===== config.mk =====
export PLATFORM = sky130hd
export DESIGN_NAME = hazard_fwd_unit_flat
export DESIGN_NICKNAME = d
export VERILOG_FILES = /design/src/rtl/hazard_fwd_unit_if.sv /design/src/rtl/hazard_fwd_unit.sv /design/src/flat_wrapper.sv
export SDC_FILE = /design/constraint.sdc
export NUM_CORES = 1
export LEC_CHECK = 0
export BUFFER_PORTS_ARGS = -buffer_cell sky130_fd_sc_hd__buf_2
export CORE_MARGIN = 3
export CORE_UTILIZATION = 40
export DETAILED_ROUTE_END_ITERATION = 12
export HOLD_SLACK_MARGIN = 0.15
export SYNTH_ARGS = -nofsm -noshare
export SYNTH_HDL_FRONTEND = slang
export SYNTH_SLANG_ARGS = --single-unit
export TNS_END_PERCENT = 30

===== constraint.sdc =====
create_clock -name clk -period 2.6 [get_ports clk]
set_input_delay 0.26 -clock clk [delete_from_list [all_inputs] [get_ports clk]]
set_output_delay 0.26 -clock clk [all_outputs]
set_load 0.05 [all_outputs]

===== src/rtl/hazard_fwd_unit_if.sv =====
`default_nettype none
// =============================================================================
// hazard_fwd_unit_if : ID-side hazard/forwarding bundle for hazard_fwd_unit
// Rev 1.0
// =============================================================================
interface hazard_fwd_unit_if #(
  parameter int REG_AW = 5,
  parameter int STAGES = 3,
  parameter int CNT_W  = 16
);
  localparam int FSEL_W = $clog2(STAGES);

  logic              id_valid;
  logic [REG_AW-1:0] id_rs1;
  logic [REG_AW-1:0] id_rs2;
  logic [REG_AW-1:0] id_rd;
  logic              id_use_rs1;
  logic              id_use_rs2;
  logic              id_wen;
  logic              id_load;
  logic              id_store;
  logic              mem_hold;
  logic              redirect;

  logic              stall;
  logic              bubble;
  logic              flush;
  logic [FSEL_W-1:0] fwd_a;
  logic [FSEL_W-1:0] fwd_b;
  logic [FSEL_W-1:0] fwd_st;
  logic [CNT_W-1:0]  stall_cnt;
  logic [CNT_W-1:0]  flush_cnt;

  modport master (
    output id_valid, id_rs1, id_rs2, id_rd, id_use_rs1, id_use_rs2,
           id_wen, id_load, id_store, mem_hold, redirect,
    input  stall, bubble, flush, fwd_a, fwd_b, fwd_st, stall_cnt, flush_cnt
  );

  modport slave (
    input  id_valid, id_rs1, id_rs2, id_rd, id_use_rs1, id_use_rs2,
           id_wen, id_load, id_store, mem_hold, redirect,
    output stall, bubble, flush, fwd_a, fwd_b, fwd_st, stall_cnt, flush_cnt
  );
endinterface
`default_nettype wire


===== src/rtl/hazard_fwd_unit.sv =====
`default_nettype none
// =============================================================================
// hazard_fwd_unit : parametrised hazard / forwarding controller (EX..WB tracker)
// Rev 1.0
// =============================================================================
module hazard_fwd_unit #(
  parameter int REG_AW         = 5,
  parameter int STAGES         = 3,
  parameter int LOAD_READY     = 2,
  parameter int REDIRECT_STAGE = 1,
  parameter int CNT_W          = 16
) (
  input  logic             clk,
  input  logic             rst_n,
  hazard_fwd_unit_if.slave pipe
);

  localparam int FSEL_W = $clog2(STAGES);

  localparam logic [1:0] MODE_RUN   = 2'd0;
  localparam logic [1:0] MODE_HOLD  = 2'd1;
  localparam logic [1:0] MODE_REDIR = 2'd2;
  localparam logic [1:0] MODE_LU    = 2'd3;

  // Per-stage tracker; stage 0 is EX, STAGES-1 is WB.
  logic [STAGES-1:0] st_valid;
  logic [STAGES-1:0] st_wen;
  logic [STAGES-1:0] st_load;
  logic [REG_AW-1:0] st_rd [STAGES];

  logic [REG_AW-1:0] ex_rs1;
  logic [REG_AW-1:0] ex_rs2;
  logic              ex_use1;
  logic              ex_use2;
  logic              ex_store;

  logic [CNT_W-1:0]  stall_cnt;
  logic [CNT_W-1:0]  flush_cnt;

  logic [STAGES-1:0] hit_rs1;
  logic [STAGES-1:0] hit_rs2;
  logic [STAGES-1:0] lu_hit;
  logic              load_use;
  logic [1:0]        mode;
  logic [FSEL_W-1:0] sel_rs1;
  logic [FSEL_W-1:0] sel_rs2;

  // Stage 0 never forwards to itself.
  assign hit_rs1[0] = 1'b0;
  assign hit_rs2[0] = 1'b0;

  for (genvar k = 1; k < STAGES; k++) begin : g_match
    localparam bit RESULT_READY_FOR_LOAD = (k >= LOAD_READY);
    logic producer;
    assign producer   = st_valid[k] && st_wen[k] && (st_rd[k] != '0)
                        && (!st_load[k] || RESULT_READY_FOR_LOAD);
    assign hit_rs1[k] = producer && st_valid[0] && ex_use1 && (st_rd[k] == ex_rs1);
    assign hit_rs2[k] = producer && st_valid[0] && ex_use2 && (st_rd[k] == ex_rs2);
  end

  // A load in a stage below LOAD_READY-1 cannot reach its consumer in time.
  for (genvar s = 0; s < STAGES; s++) begin : g_lu
    if (s + 2 <= LOAD_READY) begin : g_on
      assign lu_hit[s] = st_valid[s] && st_load[s] && st_wen[s] && (st_rd[s] != '0)
                         && ((pipe.id_use_rs1 && (st_rd[s] == pipe.id_rs1))
                          || (pipe.id_use_rs2 && (st_rd[s] == pipe.id_rs2)));
    end else begin : g_off
      assign lu_hit[s] = 1'b0;
    end
  end

  assign load_use = pipe.id_valid && (|lu_hit);

  // Youngest producer wins: scan oldest to youngest so the last hit sticks.
  function automatic logic [FSEL_W-1:0] youngest(input logic [STAGES-1:0] hit);
    logic [FSEL_W-1:0] sel;
    sel = '0;
    for (int k = STAGES - 1; k >= 1; k--) begin
      if (hit[k]) sel = FSEL_W'(k);
    end
    return sel;
  endfunction

  assign sel_rs1 = youngest(hit_rs1);
  assign sel_rs2 = youngest(hit_rs2);

  always_comb begin
    mode = MODE_RUN;
    if (pipe.mem_hold)      mode = MODE_HOLD;
    else if (pipe.redirect) mode = MODE_REDIR;
    else if (load_use)      mode = MODE_LU;
  end

  always_comb begin
    pipe.stall  = 1'b0;
    pipe.bubble = 1'b0;
    pipe.flush  = 1'b0;
    case (mode)
      MODE_HOLD:  pipe.stall = 1'b1;
      MODE_REDIR: begin
        pipe.flush  = 1'b1;
        pipe.bubble = 1'b1;
      end
      MODE_LU: begin
        pipe.stall  = 1'b1;
        pipe.bubble = 1'b1;
      end
      default: ;
    endcase
  end

  assign pipe.fwd_a     = sel_rs1;
  assign pipe.fwd_b     = ex_store ? '0 : sel_rs2;
  assign pipe.fwd_st    = ex_store ? sel_rs2 : '0;
  assign pipe.stall_cnt = stall_cnt;
  assign pipe.flush_cnt = flush_cnt;

  always_ff @(posedge clk) begin
    if (!rst_n) begin
      st_valid  <= '0;
      st_wen    <= '0;
      st_load   <= '0;
      for (int k = 0; k < STAGES; k++) st_rd[k] <= '0;
      ex_rs1    <= '0;
      ex_rs2    <= '0;
      ex_use1   <= 1'b0;
      ex_use2   <= 1'b0;
      ex_store  <= 1'b0;
      stall_cnt <= '0;
      flush_cnt <= '0;
    end else if (mode != MODE_HOLD) begin
      // Wrong-path entries younger than the redirecting stage die as they move.
      for (int k = 1; k < STAGES; k++) begin
        st_valid[k] <= st_valid[k-1] && !((mode == MODE_REDIR) && (k - 1 < REDIRECT_STAGE));
        st_wen[k]   <= st_wen[k-1];
        st_load[k]  <= st_load[k-1];
        st_rd[k]    <= st_rd[k-1];
      end
      st_valid[0] <= (mode == MODE_RUN) && pipe.id_valid;
      st_wen[0]   <= pipe.id_wen;
      st_load[0]  <= pipe.id_load;
      st_rd[0]    <= pipe.id_rd;
      ex_rs1      <= pipe.id_rs1;
      ex_rs2      <= pipe.id_rs2;
      ex_use1     <= pipe.id_use_rs1;
      ex_use2     <= pipe.id_use_rs2;
      ex_store    <= pipe.id_store;
      if ((mode == MODE_LU) && (stall_cnt != '1))
        stall_cnt <= stall_cnt + CNT_W'(1);
      if ((mode == MODE_REDIR) && (flush_cnt != '1))
        flush_cnt <= flush_cnt + CNT_W'(1);
    end
  end

endmodule
`default_nettype wire

===== src/flat_wrapper.sv =====
// flat-port wrapper written by rule: the top's interface ports become plain ports
module hazard_fwd_unit_flat 
#(
  parameter int REG_AW         = 5,
  parameter int STAGES         = 3,
  parameter int LOAD_READY     = 2,
  parameter int REDIRECT_STAGE = 1,
  parameter int CNT_W          = 16
)
  (clk, rst_n, pipe_id_valid, pipe_id_rs1, pipe_id_rs2, pipe_id_rd, pipe_id_use_rs1, pipe_id_use_rs2, pipe_id_wen, pipe_id_load, pipe_id_store, pipe_mem_hold, pipe_redirect, pipe_stall, pipe_bubble, pipe_flush, pipe_fwd_a, pipe_fwd_b, pipe_fwd_st, pipe_stall_cnt, pipe_flush_cnt);
  hazard_fwd_unit_if #(.REG_AW(REG_AW), .STAGES(STAGES), .CNT_W(CNT_W)) pipe_i ();
  input  logic clk;
  input  logic rst_n;
  input wire logic [$bits(pipe_i.id_valid)-1:0] pipe_id_valid;
  input wire logic [$bits(pipe_i.id_rs1)-1:0] pipe_id_rs1;
  input wire logic [$bits(pipe_i.id_rs2)-1:0] pipe_id_rs2;
  input wire logic [$bits(pipe_i.id_rd)-1:0] pipe_id_rd;
  input wire logic [$bits(pipe_i.id_use_rs1)-1:0] pipe_id_use_rs1;
  input wire logic [$bits(pipe_i.id_use_rs2)-1:0] pipe_id_use_rs2;
  input wire logic [$bits(pipe_i.id_wen)-1:0] pipe_id_wen;
  input wire logic [$bits(pipe_i.id_load)-1:0] pipe_id_load;
  input wire logic [$bits(pipe_i.id_store)-1:0] pipe_id_store;
  input wire logic [$bits(pipe_i.mem_hold)-1:0] pipe_mem_hold;
  input wire logic [$bits(pipe_i.redirect)-1:0] pipe_redirect;
  output wire logic [$bits(pipe_i.stall)-1:0] pipe_stall;
  output wire logic [$bits(pipe_i.bubble)-1:0] pipe_bubble;
  output wire logic [$bits(pipe_i.flush)-1:0] pipe_flush;
  output wire logic [$bits(pipe_i.fwd_a)-1:0] pipe_fwd_a;
  output wire logic [$bits(pipe_i.fwd_b)-1:0] pipe_fwd_b;
  output wire logic [$bits(pipe_i.fwd_st)-1:0] pipe_fwd_st;
  output wire logic [$bits(pipe_i.stall_cnt)-1:0] pipe_stall_cnt;
  output wire logic [$bits(pipe_i.flush_cnt)-1:0] pipe_flush_cnt;
  assign pipe_i.id_valid = pipe_id_valid;
  assign pipe_i.id_rs1 = pipe_id_rs1;
  assign pipe_i.id_rs2 = pipe_id_rs2;
  assign pipe_i.id_rd = pipe_id_rd;
  assign pipe_i.id_use_rs1 = pipe_id_use_rs1;
  assign pipe_i.id_use_rs2 = pipe_id_use_rs2;
  assign pipe_i.id_wen = pipe_id_wen;
  assign pipe_i.id_load = pipe_id_load;
  assign pipe_i.id_store = pipe_id_store;
  assign pipe_i.mem_hold = pipe_mem_hold;
  assign pipe_i.redirect = pipe_redirect;
  assign pipe_stall = pipe_i.stall;
  assign pipe_bubble = pipe_i.bubble;
  assign pipe_flush = pipe_i.flush;
  assign pipe_fwd_a = pipe_i.fwd_a;
  assign pipe_fwd_b = pipe_i.fwd_b;
  assign pipe_fwd_st = pipe_i.fwd_st;
  assign pipe_stall_cnt = pipe_i.stall_cnt;
  assign pipe_flush_cnt = pipe_i.flush_cnt;
  hazard_fwd_unit #(.REG_AW(REG_AW), .STAGES(STAGES), .LOAD_READY(LOAD_READY), .REDIRECT_STAGE(REDIRECT_STAGE), .CNT_W(CNT_W)) u_core (.clk(clk), .rst_n(rst_n), .pipe(pipe_i));
endmodule

# Word-level counts from Yosys, hierarchy flattened
# Memory sizes are Yosys's and may differ from the RTL's.
# Index checks and enable logic that the tools add are counted.
# Widths: inputs -> output; s select.
dict set report op_classes {
  add_sub_neg 2
  n_eq_ne 12
  muxes 19
  bitwise 3
  n_reduce_logical 37
}
# cell count
set op_table {}
lappend op_table {{$add 16x1->16 const B} 2}
lappend op_table {{$ne 16x16->1 const B} 2}
lappend op_table {{$eq 5x5->1} 6}
lappend op_table {{$logic_and 1x1->1} 26}
lappend op_table {{$mux 2} 9}
lappend op_table {{$mux 5} 3}
lappend op_table {{$reduce_bool 5->1} 3}
lappend op_table {{$mux 1} 7}
lappend op_table {{$eq 2x2->1 const B} 2}
lappend op_table {{$reduce_and 2->1} 2}
lappend op_table {{$reduce_or 2->1} 2}
lappend op_table {{$or 1x1->1} 3}
lappend op_table {{$eq 2x1->1 const B} 1}
lappend op_table {{$logic_not 1->1} 2}
lappend op_table {{$logic_not 2->1} 1}
lappend op_table {{$ne 2x1->1 const B} 1}
lappend op_table {{$logic_or 1x1->1} 1}
dict set report word_totals {
  regBits 53
  ram_bits 15
  input_bits 25
  word_cells 84
  n_memories 1
}
# memory words width read_ports rd_clocked_by_memory_dff write_ports line_no
set mem_list {}
lappend mem_list {u_core.st_rd 3 5 3 0 3 hazard_fwd_unit.sv:29} ;# logic [REG_AW-1:0] st_rd [STAGES];

# Longest topological paths before layout
# Gate-level depths: netlist of the first run.
# An unclocked memory read counts as a cell.
dict set report depth {
  ltp_word 14
  ltp_mapped 8
  mapped_depth_nobuf 6
}

# Least setup slack after synthesis of the first run
# No wires, ideal clock.
dict set report synth_timing {
  path_kind {flip-flop to output port}
  startpoint {mem u_core.st_rd[1][0], in the netlist u_core.st_rd[0][5]}
  endpoint {out pipe_fwd_st[1]}
  arrival_time_ns 2.487
  required_time_ns 2.340
  path_slack_ns -0.147
  path_stages_with_launch 5
  cell_sequence {edfxtp_1 > or4_1 > o21ai_0 > nor3_1 > nor3b_1}
}
# element line_no
set synth_rtl {}
lappend synth_rtl {{from (decl)} hazard_fwd_unit.sv:29}
lappend synth_rtl {{to (decl)} flat_wrapper.sv:30} ;# output wire logic [$bits(pipe_i.fwd_st)-1:0] pipe_fwd_st;

==> results of run 1 <==
-- timing repair --
action,CTS,global route
resized for setup,0,1
setup endpoints to repair,0,3
endpoints found under the hold margin,1,0
hold buffers,1,0
-- worst min path at each step --
stage          cells after the start                  endpoint  slack [ns]                     start
2_1_floorplan                      2          u_core.ex_rs1[0]        0.40            pipe_id_rs1[0]
3_3_place_gp                       2         u_core.st_load[1]        0.47         u_core.st_load[1]
3_5_place_dp                       2  u_core.pipe.stall_cnt[4]        0.49  u_core.pipe.stall_cnt[4]
4_1_cts                            3           u_core.ex_store        0.15             pipe_id_store
5_1_grt                            3           u_core.ex_store        0.16             pipe_id_store
6_report                           3           u_core.ex_store        0.17             pipe_id_store
-- power groups by stage --
stage	sequential (mW)	combinational, mW	clock [mW]
after CTS	1.16	0.198	0.805
after floorplan	1.18	0.138	0
after global routing	1.16	0.220	0.839
final	1.16	0.196	0.771
after detailed placement	1.18	0.196	0
after global placement	1.18	0.193	0
-- state kept, by name, indices dropped and copies added, names as in the netlist, 2 cells and up --
| signal | flops |
|---|---|
| u_core.st_load | 2 |
| u_core.st_wen | 3 |
| u_core.st_rd | 15 |
| u_core.pipe.stall_cnt | 16 |
| u_core.ex_rs2 | 5 |
| u_core.ex_rs1 | 5 |
| u_core.st_valid | 3 |
| u_core.pipe.flush_cnt | 16 |
-- per-stage QoR --
stage	TNS, ns	hold slack (ns)	util, %	std cells
floorplan	-0.107	0.404	-	364
global placement	0	0.470	46.5	523
detailed placement	0	0.486	46.5	523
CTS	0	0.152	48.8	540
global route	0	0.162	48.8	540
finish	0	0.166	48.8	540
-- critical path, stage by stage (launching register included) --
cell and delay (ns):
edfxtp_1 0.44, or4_1 0.54, o21ai_1 0.26, nor3_1 0.15, nor3_1 0.19, buf_2 0.29
-- area by class of cell --
cell class	count	area, um2
well taps	105	131
fillers	823	4230
multi-input cells	273	1800
flip-flops and latches	68	1510
clock inverters	6	40.0
repair buffers	73	388
inverters	5	18.8
clock buffers	10	138
-- cells by family (layout without fill, tap and decap cells) --
group / count (synthesis) / count (layout) / share of synthesized area [%]
xor gates and xnor gates: 43 / 43 / 11.0
adders and majority gates: 2 / 2 / 0.733
DFF: 68 / 68 / 44.3
muxes: 26 / 26 / 7.62
AOI/OAI and AO/OA: 36 / 36 / 6.93
buffers and inverters: 23 / 94 / 3.12
and+or+nand+nor: 166 / 166 / 26.3
-- layout by cell type, fill, tap and decap left out, types with 2 or more instances in the layout --
| cell | count |
|---|---|
| buf_2 | 65 |
| dfxtp_1 | 53 |
| nor2_1 | 40 |
| mux2i_1 | 26 |
| xnor2_1 | 23 |
| nand2_1 | 20 |
| xor2_1 | 20 |
| nand4_1 | 17 |
| and2_1 | 17 |
| a21oi_1 | 16 |
| edfxtp_1 | 15 |
| nor3_1 | 14 |
| nand3_1 | 12 |
| nand2b_1 | 10 |
| clkbuf_8 | 10 |
| nor4_1 | 9 |
| or4_1 | 7 |
| buf_4 | 7 |
| o31ai_1 | 6 |
| o21ai_0 | 5 |
| and3_1 | 5 |
| inv_1 | 4 |
| and4_1 | 3 |
| clkinv_2 | 3 |
| nor4_2 | 2 |
| nor3b_1 | 2 |
| or3_1 | 2 |
| ha_1 | 2 |
| clkinv_4 | 2 |
-- metal layers --
metal | vias to the layer above | routed length, um | track usage [%]
met5 | - | 0 | 0
met4 | 0 | 94 | 5.25
met3 | 6 | 295 | 4.57
met2 | 55 | 3700 | 26.6
met1 | 1319 | 3620 | 22.0
li1 | 1443 | - | -
==> summary.txt, run 1 <==
Run status
  – Status: finished, final reports clean

Timing
  – Slew HR: 44.4%
  – Final setup margin: 0.138 ns
  – Fin crit share: 94.7%
  – Final Setup Violations: 0
  – Hold Fails Final Rpt: 0
  – Skew final: 0.0148 ns
  – Achievable Freq: 0.406 GHz
  – Max Slew Vio Count: 0
  – RSZ-0062 raised after global routing: false
  – Worst-Margin Slew: 0.831 ns
  – Min cycle time layout: 2.46 ns

Global routing
  – Global route overflow: 0
  – Vias in the first global route: 2793
  – First-pass GRT wire length: 13200 um
  – Total Routing Usage GR: 16.7%
  – Initial antenna violation count: 0
  – Largest net degree at the start of global routing: 45

Place
  – Worst slack, placed: 0.376 ns
  – HPWL Detailed: 5670 um
  – Port Buffers: 65
  – Post-DP Area: 3840 um2
  – RePlAce Congestion: 0.881

Hold path
  – Worst min path class: primary input to flop

Floorplan
  – Die Footprint: 9680 um2
  – Die Wd: 98.4 um
  – Core area: 8260 um2
  – Num rows: 33
  – Die height: 98.4 um
  – I/O pin count: 66
  – Starting density of the core: 41.3%

Logic synthesis
  – Cells after Synth: 364
  – Sequential share of the synthesized area: 44.3%
  – Mapped Avg Cell Area: 9.38 um2
  – Top_reg_cell synth: dfxtp_1
  – Syn. warnings: 0
  – Syn Std Cell Area: 3410 um2
  – Async set-reset flop share out of synthesis: 0%
  – FF+latch count, synth: 68
  – Post-synth EDFFs: 15
  – Most frequent cell after synthesis: dfxtp_1
  – Synth cell count leaders: dfxtp_1 (53), nor2_1 (40), mux2i_1 (26)
  – Synth top area share: 31.1%
  – Yosys top cell by area: dfxtp_1
  – Top post-synthesis cells by area: dfxtp_1 (31%), edfxtp_1 (13%), mux2i_1 (7.6%)
  – Syn nets: 391
  – Yosys cell types: 44

Clock tree
  – Clock sink total: 68
  – Cts bufs inserted: 9
  – Post-CTS Setup Bufs: 0
  – Clock Root Buffer: clkbuf_8
  – Skew-Pair Late Insertion Delay: 0.34 ns
  – Max clock buf depth: 2
  – H-tree depth: 3
  – CTS clk-pin slew, worst paths: 0.07 ns
  – CTS tree: yes

Drt
  – Initial drt markers: 90
  – Antenna-violating nets left: 0
  – Initial DRT Pass Iterations: 4
  – Via Count: 2823
  – Detailed-route DRC error count: 0
  – Vias/cell: 5.23
  – Routed WL: 7720 um
  – WL/cell: 14.3 um

Power
  – PD cells: 527 nW/um2
  – Logic pwr share: 9.2%
  – Switching power: 0.553 mW
  – Net Sw Frac: 26.0%
  – Internal power: 1.57 mW
  – Lkg Pwr: 1.64 nW
  – Seq pwr share: 54.5%
  – Power Total: 2.12 mW
  – Clock share of power: 36.3%
  – VDD IR max: 319 uV

Setup path
  – R2r endpoint: u_core.pipe.stall_cnt[9]
  – Worst R2R Setup Slack: 0.48 ns
  – Worst endpoint required time: 2.34 ns
  – Crit Path Max Fanout: 4
  – Critical Path Start Type: flop
  – Critical path arrival: 2.20 ns
  – CP endpoint kind: primary output
  – CP Class: flop to primary output
  – CP startpoint: u_core.st_rd[0][5]
  – Setup crit end: pipe_fwd_b[1]
  – FF-to-FF path depth: 6
  – FF-to-FF Start: u_core.st_rd[0][2]

Final layout
  – Fin area: 4030 um2
  – Final net count: 457
  – Fraction of layout cells with a size suffix above 1: 21.8%
  – Diode count: 0
  – Area grow syn2layout: 18.0%

Job
  – Max Cap Violations: 0
No activity file was read; power rests on OpenSTA's default activity.
==> inputs of run 2 (changes only) <==
==> constraint.sdc (replaced) <==
create_clock -name clk -period 2.16 [get_ports clk]
set_input_delay 0.216 -clock clk [delete_from_list [all_inputs] [get_ports clk]]
set_output_delay 0.216 -clock clk [all_outputs]
set_load 0.05 [all_outputs]
==> summary.txt, run 2 (synthesized netlist as in run 1, its figures left out) <==
Power
  – VDD IR max: 351 uV (+10%)
  – Lkg Pwr: 1.81 nW (+10%)
  – PD cells: 625 nW/um2 (+19%)
  – Power Total: 2.74 mW (+29%)

Run status
  – Status: finished, final reports clean

Setup path
  – FF-to-FF path depth: 6 (unchanged)
  – Critical path arrival: 1.92 ns (-0.28 ns)
  – Crit Path Max Fanout: 3 (-1)
  – Critical Path Start Type: flop
  – Worst endpoint required time: 1.94 ns (-0.40 ns)
  – CP Class: flop to primary output
  – CP endpoint kind: primary output

Drt
  – WL/cell: 14.5 um (+1.6%)
  – Vias/cell: 5.19 (-0.65%)
  – Routed WL: 8160 um (+5.8%)
  – Via Count: 2919 (+3.4%)
  – Initial drt markers: 80 (-11%)
  – Detailed-route DRC error count: 0 (unchanged)
  – Antenna-violating nets left: 0 (unchanged)
  – Initial DRT Pass Iterations: 4 (unchanged)

Final layout
  – Diode count: 0 (unchanged)
  – Fraction of layout cells with a size suffix above 1: 26.7% (+4.9 points)
  – Most frequent cells in the layout: buf_2 (58), dfxtp_1 (53), nor2_1 (39), mux2i_1 (26), buf_4 (22)
  – Top flop regs: u_core.pipe.flush_cnt: 16 flops, u_core.pipe.stall_cnt: 16 flops, u_core.st_rd: 15 flops
  – Final net count: 479 (+4.8%)
  – Final core occ: 53.1% (+4.3 points)
  – Area grow syn2layout: 28.4%
  – Commonest non-fill, non-tap cell in the layout: buf_2

Floorplan
  – Core area: 8260 um2 (unchanged)
  – Die Footprint: 9680 um2 (unchanged)
  – I/O pin count: 66 (unchanged)
  – Starting density of the core: 41.3% (unchanged)
  – Die Wd: 98.4 um (unchanged)
  – Die height: 98.4 um (unchanged)
  – Num rows: 33 (unchanged)

Timing
  – Achievable Freq: 0.468 GHz
  – Worst-Margin Slew: 0.637 ns (-0.194 ns)
  – Skew final: 0.00696 ns (-0.00782 ns)
  – Final Setup Violations: 0 (unchanged)
  – Hold Fails Final Rpt: 0 (unchanged)
  – Slew HR: 57.5% (+13 points)
  – RSZ-0062 raised after global routing: true
  – Min cycle time layout: 2.14 ns
  – Setup TNS: 0 ns (unchanged)
  – Fin crit share: 99.0%
  – Max Slew Vio Count: 0 (unchanged)

Job
  – Max Cap Violations: 0 (unchanged)

Clock tree
  – CTS clk-pin slew, worst paths: 0.08 ns (about the same)
  – Clock sink total: 68 (unchanged)
  – H-tree depth: 3 (unchanged)
  – Skew-Pair Late Insertion Delay: 0.34 ns (about the same)
  – Cts bufs inserted: 9 (unchanged)
  – Max clock buf depth: 2 (unchanged)
  – CTS tree: yes
  – Clock Root Buffer: clkbuf_8

Hold path
  – WHS Path Cells: 3 (unchanged)
  – Worst min path class: primary input to flop

Place
  – Port Buffers: 65 (unchanged)
  – HPWL Detailed: 5680 um (about the same)
  – RePlAce Congestion: 0.863 (-2.1%)

Global routing
  – Largest net degree at the start of global routing: 45 (unchanged)
  – Vias in the first global route: 2705 (-3.2%)
  – First-pass GRT wire length: 13200 um (-0.31%)
  – Global route overflow: 0 (unchanged)
  – Initial antenna violation count: 0 (unchanged)
  – Total Routing Usage GR: 16.8% (+0.084 points)
==> run 2: final timing paths <==
check                                               from                       end  slack, ns
worst max-delay path                  u_core.st_rd[0][7]             pipe_fwd_b[0]       0.02
worst min-delay path                      pipe_id_rs2[1]          u_core.ex_rs2[1]       0.16
worst max register to register        u_core.st_rd[0][3]  u_core.pipe.stall_cnt[7]       0.18
worst min register to register  u_core.pipe.stall_cnt[4]  u_core.pipe.stall_cnt[4]       0.50
==> run 2: stage by stage <==
stage	hold slack [ns]	worst slack, ns	std cells	instance area (um2)
6_report	0.164	0.0226	562	4380
3_3_place_gp	0.448	0.187	530	3910
5_1_grt	0.151	-0.115	562	4380
4_1_cts	0.152	-0.000997	558	4270
2_1_floorplan	0.360	-0.266	364	3430
3_5_place_dp	0.454	0.137	530	3910
==> run 2: critical path, stage by stage, from the launching register on <==
cell	delay, ns
edfxtp_1	0.39
buf_4	0.17
xnor2_1	0.16
nand4_1	0.23
buf_4	0.21
nor4_2	0.20
buf_4	0.24
==> run 2: metal layers <==
layer	up-vias	global-route usage, %	wire [um]
li1	1488	-	-
met1	1363	22.1	3880
met2	55	26.4	3780
met3	13	4.86	356
met4	0	5.67	146
met5	-	0	0
==> run 2: what timing repair did <==
item	4_1_cts	5_1_grt
pin swaps	5	12
hold buffers	9	0
buffers inserted	3	4
setup endpoints to repair	8	10
gates resized for setup	14	18
hold endpoints to repair	9	0
==> run 2: area by class of cell <==
type                    count  area [um2]
clock buffers              12         145
clock inverters             4        48.8
fillers                   780        3880
inverters                   5        18.8
multi-input cells         273        1910
flip-flops and latches     68        1510
well taps                 105         131
repair buffers             95         613
==> run 2: power by group <==
group	internal, mW	switching (mW)
clock network	0.565	0.479
registers	1.34	0.0450
logic	0.143	0.165
==> inputs of run 3 (changes only) <==
--- a/config.mk
+++ b/config.mk
@@ -7,9 +7,11 @@
 export LEC_CHECK = 0
 export BUFFER_PORTS_ARGS = -buffer_cell sky130_fd_sc_hd__buf_2
 export CORE_MARGIN = 3
-export CORE_UTILIZATION = 40
+export CORE_UTILIZATION = 50
 export DETAILED_ROUTE_END_ITERATION = 12
 export HOLD_SLACK_MARGIN = 0.15
+export MAX_ROUTING_LAYER = met4
+export PLACE_DENSITY = 0.76
 export SYNTH_ARGS = -nofsm -noshare
 export SYNTH_HDL_FRONTEND = slang
 export SYNTH_SLANG_ARGS = --single-unit
==> summary.txt, run 3 (synthesized netlist as in run 1, its figures left out) <==
Global routing
  – Initial antenna violation count: 0 (unchanged)
  – Global route overflow: 0 (unchanged)
  – Total Routing Usage GR: 22.0% (+5.3 points)
  – Largest net degree at the start of global routing: 45 (unchanged)
  – First-pass GRT wire length: 13100 um (-0.63%)
  – Vias in the first global route: 2836 (+4.8%)

Hold path
  – Worst min path class: primary input to flop
  – WHS Path Cells: 3 (unchanged)
  – Worst hold endpoint: u_core.ex_rs2[1]
  – Hold_sp: pipe_id_rs2[1]

Drt
  – Antenna-violating nets left: 0 (unchanged)
  – DRT met1 WL: 3720 um (-4.1%)
  – Routed WL: 8240 um (+0.91%)
  – Vias/cell: 5.58 (+7.4%)
  – DR WL met3: 399 um (+12%)
  – Via Count: 2972 (+1.8%)
  – WL/cell: 15.5 um (+6.4%)
  – Initial drt markers: 143 (+79%)
  – Top Layer Used: met4
  – Initial DRT Pass Iterations: 4 (unchanged)
  – Detailed-route DRC error count: 0 (unchanged)
  – DR WL met2: 4020 um (+6.3%)

Timing
  – Final setup margin: -0.00977 ns (-0.0324 ns)
  – Hold Fails Final Rpt: 0 (unchanged)
  – Slew HR: 58.9% (+1.5 points)
  – Skew final: 0.0104 ns (+0.00340 ns)
  – Final Setup Violations: 3 (+3)
  – Achievable Freq: 0.461 GHz (-1.5%)
  – Worst-Margin Slew: 0.615 ns (-0.0219 ns)
  – Min cycle time layout: 2.17 ns (+0.0324 ns)
  – Fin crit share: 100% (+1.5 points)
  – Setup TNS: -0.0199 ns (-0.0199 ns)
  – RSZ-0062 raised after global routing: true
  – Max Slew Vio Count: 0 (unchanged)

Clock tree
  – Clock Root Buffer: clkbuf_8
  – CTS tree: yes
  – CTS clk-pin slew, worst paths: 0.07 ns (about the same)
  – Max clock buf depth: 2 (unchanged)
  – Cts bufs inserted: 9 (unchanged)
  – Clock sink total: 68 (unchanged)
  – H-tree depth: 3 (unchanged)
  – Skew-Pair Late Insertion Delay: 0.33 ns (about the same)

Power
  – Logic pwr share: 11.3% (about the same)
  – PD cells: 599 nW/um2 (-4.1%)
  – Switching power: 0.655 mW (-5.0%)
  – VDD IR max: 431 uV (+23%)
  – Power Total: 2.57 mW (-6.0%)
  – Internal power: 1.92 mW (-6.4%)
  – Seq pwr share: 54.1% (+3.5 points)
  – Lkg Pwr: 1.76 nW (-2.5%)
  – Net Sw Frac: 25.4% (+0.29 points)
  – Clock share of power: 34.6% (-3.5 points)

Final layout
  – Commonest non-fill, non-tap cell in the layout: buf_2
  – Diode count: 0 (unchanged)
  – Fraction of layout cells with a size suffix above 1: 25.0% (-1.7 points)
  – Filler cells: 527 (-32%)
  – Final non-filler cell total: 533 (-5.2%)
  – Final core occ: 66.1% (+13 points)
  – Final net count: 478 (-0.21%)
  – Area grow syn2layout: 25.8%
  – Most frequent cells in the layout: buf_2 (59), dfxtp_1 (53), nor2_1 (39), mux2i_1 (26), xnor2_1 (23)
  – Top flop regs: u_core.pipe.flush_cnt: 16 flops, u_core.pipe.stall_cnt: 16 flops, u_core.st_rd: 15 flops

Setup path
  – Worst endpoint required time: 1.94 ns (about the same)
  – CP endpoint kind: primary output
  – Crit Path Max Fanout: 3 (unchanged)
  – Critical path arrival: 1.95 ns (+0.03 ns)
  – Worst R2R Setup Slack: 0.07 ns (-0.11 ns)
  – R2r endpoint: u_core.pipe.stall_cnt[14]
  – CP Class: flop to primary output
  – FF-to-FF path depth: 6 (unchanged)
  – Critical Path Start Type: flop
  – FF-to-FF Start: u_core.st_rd[0][2]

Run status
  – Failing checks: negative setup slack
  – Status: finished with violations

Floorplan
  – Die Wd: 88.6 um (-9.9%)
  – Starting density of the core: 52.6% (+11 points)
  – Core area: 6490 um2 (-21%)
  – I/O pin count: 66 (unchanged)
  – Die Footprint: 7850 um2 (-19%)
  – Num rows: 29 (-12%)
  – Die height: 88.6 um (-9.9%)

Place
  – RePlAce Congestion: 0.854 (-1.0%)
  – Worst slack, placed: 0.114 ns (-0.0231 ns)
  – DP Cell Count: 502 (-5.3%)
  – Port Buffers: 65 (unchanged)
  – HPWL Detailed: 5640 um (-0.74%)

Job
  – Max Cap Violations: 0 (unchanged)
## run 3: changes by cell type in the layout (fill, tap and decap cells not counted), sizes merged
cell	change
dlygate4sd3	+2
clkbuf	+1
buf	-3
bufinv	-1
## run 3: how the worst max path moves through the flow
stage	cells past startpoint	start	slack, ns	endpoint
floorplan	4	u_core.st_rd[0][5]	-0.27	pipe_fwd_a[1]
global placement	6	u_core.st_rd[0][2]	0.19	pipe_bubble
detailed placement	6	u_core.st_rd[0][2]	0.11	u_core.pipe.stall_cnt[5]
CTS	6	u_core.st_rd[0][5]	-0.007	pipe_fwd_a[1]
global route	6	u_core.st_rd[0][2]	-0.11	pipe_bubble
finish	6	u_core.st_rd[0][2]	-0.01	pipe_bubble
## run 3: critical path, stage by stage (launching register included)
cell	delay [ns]
edfxtp_1	0.44
xor2_1	0.21
nor4_2	0.29
a32oi_2	0.17
nand2b_4	0.20
a21oi_4	0.15
buf_6	0.18
## run 3: layer usage
metal	vias to the layer above	track usage, %
met5	-	-
met2	82	33.9
li1	1479	-
met3	11	4.00
met1	1400	29.1
met4	0	7.83
## run 3: power groups by stage
| stage | sequential, mW | combinational [mW] | clock, mW |
|---|---|---|---|
| 2_1_floorplan | 1.41 | 0.167 | 0 |
| 3_3_place_gp | 1.42 | 0.240 | 0 |
| 3_5_place_dp | 1.42 | 0.246 | 0 |
| 4_1_cts | 1.39 | 0.277 | 0.912 |
| 5_1_grt | 1.40 | 0.320 | 0.967 |
| 6_report | 1.39 | 0.291 | 0.891 |
## run 3: stage by stage
stage,hold slack [ns],area (um2)
global route,0.177,4290
CTS,0.153,4210
global placement,0.448,3870
detailed placement,0.463,3870
floorplan,0.360,3430
finish,0.169,4290
## run 3: repair_timing
item	CTS	global route
hold buffers	11	0
hold endpoints to repair	11	0
gates resized for setup	13	15
pin swaps	3	13
endpoints found under the setup margin	8	11
setup buffers	3	1
## run 3: area by class of cell
cell class | instances | area, um2 | share of cell area, %
Multi-Input combinational cell | 273 | 1890 | 44.0
Sequential cell | 68 | 1510 | 35.2
Timing Repair Buffer | 94 | 612 | 14.3
Clock buffer | 13 | 149 | 3.47
Tap cell | 77 | 96.3 | 2.24
Inverter | 5 | 18.8 | 0.437
Clock inverter | 3 | 15.0 | 0.350
